### src/rtl/ramp_scan_sequencer.sv
// Deskew tap-scan sequencer: steps each enabled lane's delay tap across a range and reports error-counter snapshots.
// Defining RAMP_SCAN_BEST_TAP_EN adds per-lane tracking of the longest clean tap run (eye centre).
module ramp_scan_sequencer #(
    parameter int NLANES = 8,
    parameter int TAP_W  = 5,
    localparam int LW    = (NLANES > 1) ? $clog2(NLANES) : 1
) (
    input  logic              clk,
    input  logic              rst_n,
    input  logic              start_i,
    input  logic              abort_i,
    input  logic [NLANES-1:0] lane_mask_i,
    input  logic [TAP_W-1:0]  tap_first_i,
    input  logic [TAP_W-1:0]  tap_last_i,
    input  logic [15:0]       settle_len_i,
    input  logic [31:0]       dwell_len_i,
    input  logic [63:0]       err_in_i,
    input  logic [63:0]       ok_in_i,
    input  logic              res_ready_i,
    output logic              busy_o,
    output logic              done_o,
    output logic [LW-1:0]     lane_sel_o,
    output logic [TAP_W-1:0]  tap_val_o,
    output logic              tap_load_o,
    output logic              cnt_rst_o,
    output logic              res_valid_o,
    output logic [LW-1:0]     res_lane_o,
    output logic [TAP_W-1:0]  res_tap_o,
    output logic [63:0]       res_err_o,
    output logic [63:0]       res_ok_o,
    output logic              best_valid_o,
    output logic [LW-1:0]     best_lane_o,
    output logic [TAP_W-1:0]  best_tap_o,
    output logic [TAP_W:0]    best_len_o
);

    typedef enum logic [3:0] {
        IDLE, SELECT, LOAD, SETTLE, CLEAR, DWELL, CAPTURE, REPORT, DONE
    } state_t;

    state_t            state_q, state_d;
    logic              busy_q, busy_d;
    logic [NLANES-1:0] mask_q, mask_d;
    logic [TAP_W-1:0]  first_q, first_d, last_q, last_d, tap_q, tap_d;
    logic [15:0]       settle_q, settle_d;
    logic [31:0]       dwell_q, dwell_d, cnt_q, cnt_d;
    logic [LW-1:0]     lane_q, lane_d, next_lane;
    logic [LW:0]       idx_q, idx_d;
    logic [63:0]       err_q, err_d, ok_q, ok_d;
    logic              found;
    logic              xfer;
    logic              last_tap;

    assign xfer     = (state_q == REPORT) && res_ready_i;
    assign last_tap = !(tap_q < last_q);

    // Lowest enabled lane at or above the resume index; the downward loop lets the lowest match win.
    always_comb begin
        found     = 1'b0;
        next_lane = '0;
        for (int i = NLANES - 1; i >= 0; i--) begin
            if (mask_q[i] && (i >= int'(idx_q))) begin
                found     = 1'b1;
                next_lane = LW'(i);
            end
        end
    end

    always_comb begin
        // NOTE: every next-state signal takes its hold value first, so no branch can infer a latch.
        state_d  = state_q;
        mask_d   = mask_q;
        first_d  = first_q;
        last_d   = last_q;
        settle_d = settle_q;
        dwell_d  = dwell_q;
        idx_d    = idx_q;
        lane_d   = lane_q;
        tap_d    = tap_q;
        cnt_d    = cnt_q;
        err_d    = err_q;
        ok_d     = ok_q;
        unique case (state_q)
            IDLE: if (start_i && !abort_i) begin
                mask_d   = lane_mask_i;
                first_d  = tap_first_i;
                last_d   = tap_last_i;
                settle_d = settle_len_i;
                dwell_d  = dwell_len_i;
                idx_d    = '0;
                state_d  = SELECT;
            end
            SELECT: if (!found || (first_q > last_q)) begin
                state_d = DONE;
            end else begin
                lane_d  = next_lane;
                tap_d   = first_q;
                state_d = LOAD;
            end
            LOAD: if (settle_q == '0) begin
                state_d = CLEAR;
            end else begin
                cnt_d   = {16'd0, settle_q} - 32'd1;
                state_d = SETTLE;
            end
            SETTLE: if (cnt_q == '0) state_d = CLEAR; else cnt_d = cnt_q - 32'd1;
            CLEAR: if (dwell_q == '0) begin
                state_d = CAPTURE;
            end else begin
                cnt_d   = dwell_q - 32'd1;
                state_d = DWELL;
            end
            DWELL: if (cnt_q == '0) state_d = CAPTURE; else cnt_d = cnt_q - 32'd1;
            CAPTURE: begin
                err_d   = err_in_i;
                ok_d    = ok_in_i;
                state_d = REPORT;
            end
            REPORT: if (xfer) begin
                if (!last_tap) begin
                    tap_d   = tap_q + 1'b1;
                    state_d = LOAD;
                end else begin
                    idx_d   = {1'b0, lane_q} + 1'b1;
                    state_d = SELECT;
                end
            end
            DONE:    state_d = IDLE;
            default: state_d = IDLE;
        endcase
        if (abort_i && (state_q != IDLE)) state_d = IDLE;
        // Steering and result registers read zero whenever the sequencer is idle.
        if (state_d == IDLE) begin
            lane_d = '0;
            tap_d  = '0;
            cnt_d  = '0;
            err_d  = '0;
            ok_d   = '0;
        end
        busy_d = (state_q != IDLE) && !abort_i;
    end

    always_ff @(posedge clk or negedge rst_n) begin
        if (!rst_n) begin
            state_q  <= IDLE;
            busy_q   <= 1'b0;
            mask_q   <= '0;
            first_q  <= '0;
            last_q   <= '0;
            settle_q <= '0;
            dwell_q  <= '0;
            idx_q    <= '0;
            lane_q   <= '0;
            tap_q    <= '0;
            cnt_q    <= '0;
            err_q    <= '0;
            ok_q     <= '0;
        end else begin
            state_q  <= state_d;
            busy_q   <= busy_d;
            mask_q   <= mask_d;
            first_q  <= first_d;
            last_q   <= last_d;
            settle_q <= settle_d;
            dwell_q  <= dwell_d;
            idx_q    <= idx_d;
            lane_q   <= lane_d;
            tap_q    <= tap_d;
            cnt_q    <= cnt_d;
            err_q    <= err_d;
            ok_q     <= ok_d;
        end
    end

    assign busy_o      = busy_q;
    assign done_o      = (state_q == DONE);
    assign lane_sel_o  = lane_q;
    assign tap_val_o   = tap_q;
    assign tap_load_o  = (state_q == LOAD);
    assign cnt_rst_o   = (state_q == CLEAR);
    assign res_valid_o = (state_q == REPORT);
    assign res_lane_o  = lane_q;
    assign res_tap_o   = tap_q;
    assign res_err_o   = err_q;
    assign res_ok_o    = ok_q;

`ifdef RAMP_SCAN_BEST_TAP_EN
    logic [TAP_W:0]   run_len_q, run_len_d, top_len_q, top_len_d, cur_len, blen_q, blen_d;
    logic [TAP_W-1:0] run_start_q, run_start_d, top_start_q, top_start_d, cur_start, btap_q, btap_d;
    logic [LW-1:0]    blane_q, blane_d;
    logic             bvalid_q, bvalid_d;

    always_comb begin
        run_len_d   = run_len_q;
        run_start_d = run_start_q;
        top_len_d   = top_len_q;
        top_start_d = top_start_q;
        blane_d     = blane_q;
        btap_d      = btap_q;
        blen_d      = blen_q;
        bvalid_d    = 1'b0;
        cur_len     = '0;
        cur_start   = tap_q;
        if (err_q == '0) begin
            cur_len   = run_len_q + 1'b1;
            cur_start = (run_len_q == '0) ? tap_q : run_start_q;
        end
        if (state_q == SELECT) begin
            run_len_d   = '0;
            run_start_d = '0;
            top_len_d   = '0;
            top_start_d = '0;
        end else if (xfer) begin
            run_len_d   = cur_len;
            run_start_d = cur_start;
            // Strictly longer only, so a tie keeps the earlier run.
            if (cur_len > top_len_q) begin
                top_len_d   = cur_len;
                top_start_d = cur_start;
            end
            if (last_tap) begin
                bvalid_d = 1'b1;
                blane_d  = lane_q;
                blen_d   = top_len_d;
                btap_d   = (top_len_d == '0) ? '0 : top_start_d + TAP_W'((top_len_d - 1'b1) >> 1);
            end
        end
        if (state_d == IDLE) begin
            bvalid_d = 1'b0;
            blane_d  = '0;
            btap_d   = '0;
            blen_d   = '0;
        end
    end

    always_ff @(posedge clk or negedge rst_n) begin
        if (!rst_n) begin
            run_len_q   <= '0;
            run_start_q <= '0;
            top_len_q   <= '0;
            top_start_q <= '0;
            blane_q     <= '0;
            btap_q      <= '0;
            blen_q      <= '0;
            bvalid_q    <= 1'b0;
        end else begin
            run_len_q   <= run_len_d;
            run_start_q <= run_start_d;
            top_len_q   <= top_len_d;
            top_start_q <= top_start_d;
            blane_q     <= blane_d;
            btap_q      <= btap_d;
            blen_q      <= blen_d;
            bvalid_q    <= bvalid_d;
        end
    end

    assign best_valid_o = bvalid_q;
    assign best_lane_o  = blane_q;
    assign best_tap_o   = btap_q;
    assign best_len_o   = blen_q;
`else
    assign best_valid_o = 1'b0;
    assign best_lane_o  = '0;
    assign best_tap_o   = '0;
    assign best_len_o   = '0;
`endif

endmodule

### config.mk
export PLATFORM = sky130hd
export DESIGN_NAME = ramp_scan_sequencer
export DESIGN_NICKNAME = d
export VERILOG_FILES = /design/src/rtl/ramp_scan_sequencer.sv
export SDC_FILE = /design/constraint.sdc
export NUM_CORES = 1
export LEC_CHECK = 0
export ABC_CLOCK_PERIOD_IN_PS = 7000
export CAP_MARGIN = 40
export CORE_UTILIZATION = 40
export CTS_BUF_LIST = sky130_fd_sc_hd__clkbuf_4
export DETAILED_ROUTE_END_ITERATION = 10
export PLACE_DENSITY_LB_ADDON = 0.3
export SETUP_SLACK_MARGIN = 0.4
export SYNTH_ARGS = -nofsm -noshare
export SYNTH_HDL_FRONTEND = slang
export SYNTH_SLANG_ARGS = --single-unit
### constraint.sdc
create_clock -name clk -period 7 [get_ports clk]
set_clock_uncertainty 0.1 [all_clocks]
set_input_delay 1.4 -clock clk [delete_from_list [all_inputs] [get_ports clk]]
set_output_delay 1.4 -clock clk [all_outputs]
set_load 0.02 [all_outputs]
==> out/results.ini <==
[power_and_ir_drop]
ir_worst_vdd_mv = 0.4175
power.total_mw = 6.388
p_per_area_nw_per_um2 = 362.3
leakage_nw = 6.892

[routing]
ant_nets = 0
drtIter0Drc = 908
viasPerCell = 5.557
wire_per_inst_um = 19.76
vias = 11720
dr.pass1.iters = 6
drt_wl_total_um = 41680
drc = 0

[worst_setup_path]
end_kind = output pin
critPathMaxFanout = 27
slowest_stage = clkdlybuf4s50_1
cp.arrival_ns = 3.23
path_cells = or3b_2 -> nand2b_1 -> buf_4 -> clkinv_1 -> buf_4 -> clkdlybuf4s50_1
path_buf_inv = 4
path_class = flop to output pin
cp_slowest_stage_delay_ns = 0.68
critPathTopFamily = buffers and inverters
cp.required_ns = 5.50
start_kind = flop
crit_path_frequent_cell = buf_4

[sta]
hold_viol_final = 0
fin_crit_ns = 4.731
max_freq_mhz = 211.4
rsz0062_at_grt = no
period_share = 0.6759
tightestPinTransition_ns = 0.9930
relSlewSlack = 0.3380
tns_ns = 0
slew_viol_final = 0
finalSetupViolCount = 0

[final_layout]
area_delta_synth_final_pct = 35.52
layout_commonest_cell = clkdlybuf4s50_1
nNetsFinal = 1835
final_cell_mix = clkdlybuf4s50_1, dfrtp_1, a21oi_1
drive_gt1_frac = 0.1210
fillers = 2818
multiInputGateArea_um2 = 6321
layout.area.seq_um2 = 6081

[floorplan]
initial_core_util = 0.4091
die_area_um2 = 33250
fp.dieH_um = 182.3
die_width_um = 182.3
core.rowCount = 65
core_area_um2 = 31800
pin_count = 363

[outcome]
outcome = finished clean

[global_routing]
grt_pass1_vias = 11440
grt_antenna_before_repair = 6
grt_first_pass_wirelength_um = 65180
grt_max_degree = 148
grt-ovfl-total = 0
grt_usage = 0.2483

[logic_synthesis]
synth-seq-area-share = 0.4674
ys_seq_elements = 243
syn_inst = 1285
ys_types = 71
synth.cell_area_um2 = 13010
synth_edf_count = 0
ys.flop_type = dfrtp_1
netlist.area_leader.share = 0.4674
async_flop_share = 1.000
synth.area.top_cells = dfrtp_1, mux2i_1, a21oi_1
yosys.area.top_type = dfrtp_1
yosys_warnings = 0
avgSynthCellArea_um2 = 10.12

[clocking]
cts_root_buf = clkbuf_4
clkLatencyLatePin_ns = 0.69
cts_inserted_buffers = 69
clockBufferDepth = 3
postCtsSetupBuffers = 0
cts_resized = 0
cts_hold_buf = 0
path_clk_slew_ns = 0.07
cts_tree = done
htreeDepth = 3
clkSinkCount = 243

[place]
dp_hpwl_um = 28780
io_buffers = 347
place_congestion = 0.9046

[hold_path]
hold_class = flop to flop

[job]
max-cap-violations = 0

routing by layer:
| metal | routed length [um] | track usage | vias to the layer above |
|---|---|---|---|
| met3 | 3264 | 0.06166 | 72 |
| li1 | - | - | 5444 |
| met1 | 17270 | 0.3145 | 5696 |
| met5 | 27 | 0 | - |
| met4 | 1247 | 0.09210 | 4 |
| met2 | 19870 | 0.4097 | 504 |
area by class of cell:
cell class                      instances  share of cell area
Antenna cell                            5           0.0007097
Clock buffer                           96             0.04088
Clock inverter                         21            0.006813
Inverter                               18            0.003832
Multi-Input combinational cell        920              0.3585
Sequential cell                       243              0.3449
Tap cell                              435             0.03087
Timing Repair Buffer                  371              0.2135
cell families (layout without fill, tap and decap cells):
family | count (synthesis) | after routing | share of synthesized area
fa+ha+maj | 13 | 13 | 0.01250
buf+inv | 136 | 506 | 0.05241
xor+xnor | 37 | 37 | 0.02491
flops | 243 | 243 | 0.4674
other cells | 1 | 20 | 0.0002882
mux | 194 | 194 | 0.1547
simple gates | 282 | 282 | 0.1118
compound gates | 379 | 379 | 0.1759
through the flow:
step / setup slack, ns / util / std cells / cell area (um2) / hold WS [ns]
after floorplan: 2.899 / - / 1299 / 13060 / 0.3727
after global placement: 2.578 / 0.5239 / 1982 / 16660 / 0.3950
after detailed placement: 2.510 / 0.5276 / 1987 / 16780 / 0.3930
after CTS: 2.239 / 0.5540 / 2104 / 17620 / 0.4103
after global routing: 2.082 / 0.5543 / 2107 / 17630 / 0.4240
final: 2.269 / 0.5544 / 2109 / 17630 / 0.4079
state kept, by name, indices dropped and copies added, names as in the netlist:
register    count
cnt_q          32
first_q         5
mask_q          8
res_ok_o       64
lane_sel_o      3
idx_q           4
settle_q       16
state_q         4
busy_o          1
last_q          5
dwell_q        32
res_err_o      64
res_tap_o       5
synth_stat cells, types with 4 or more instances:
cell      instances
or2_2             7
xor2_1            8
and4_1            4
a31oi_1          10
inv_1            17
clkbuf_1         70
o31a_1            4
a22oi_1          28
nor3_1           31
o31ai_1           9
o22ai_1          10
nand4_1          16
buf_1             5
xnor2_1          29
buf_6             6
dfrtp_1         243
or4_1            10
and2_1            6
buf_4            32
and3_1            9
a21oi_1         175
nand2b_1          6
buf_2             5
a221oi_1         10
a211oi_1         20
nor4_1           24
nor2_1           68
ha_1             13
nand2_1          58
nand3_1          16
mux2_2           57
o21ai_0          63
nor2b_1           5
o211ai_1          9
a21boi_0          5
nor3b_1           4
or3_1             6
mux2i_1         137
path summary, 6_finish.rpt:
check / start / end / slack, ns / depth (start not counted)
setup / recovery: state_q[2] / cnt_rst_o / 2.27 / 6
hold / removal: mask_q[0] / mask_q[0] / 0.41 / 1
hold reg to reg: mask_q[0] / mask_q[0] / 0.41 / 1
setup reg to reg: state_q[0] / cnt_q[24] / 2.42 / 13
max in group asynchronous: rst_n / res_ok_o[46] / 4.86 / 2
min in group asynchronous: rst_n / settle_q[7] / 0.60 / 1
report_power, final:
group	internal, mW	switching (mW)	leakage [nW]
combinational	1.16	1.86	3.15
clock	0.671	0.617	0.496
sequential	1.71	0.371	3.24
Power figures use the tool's default switching activity.
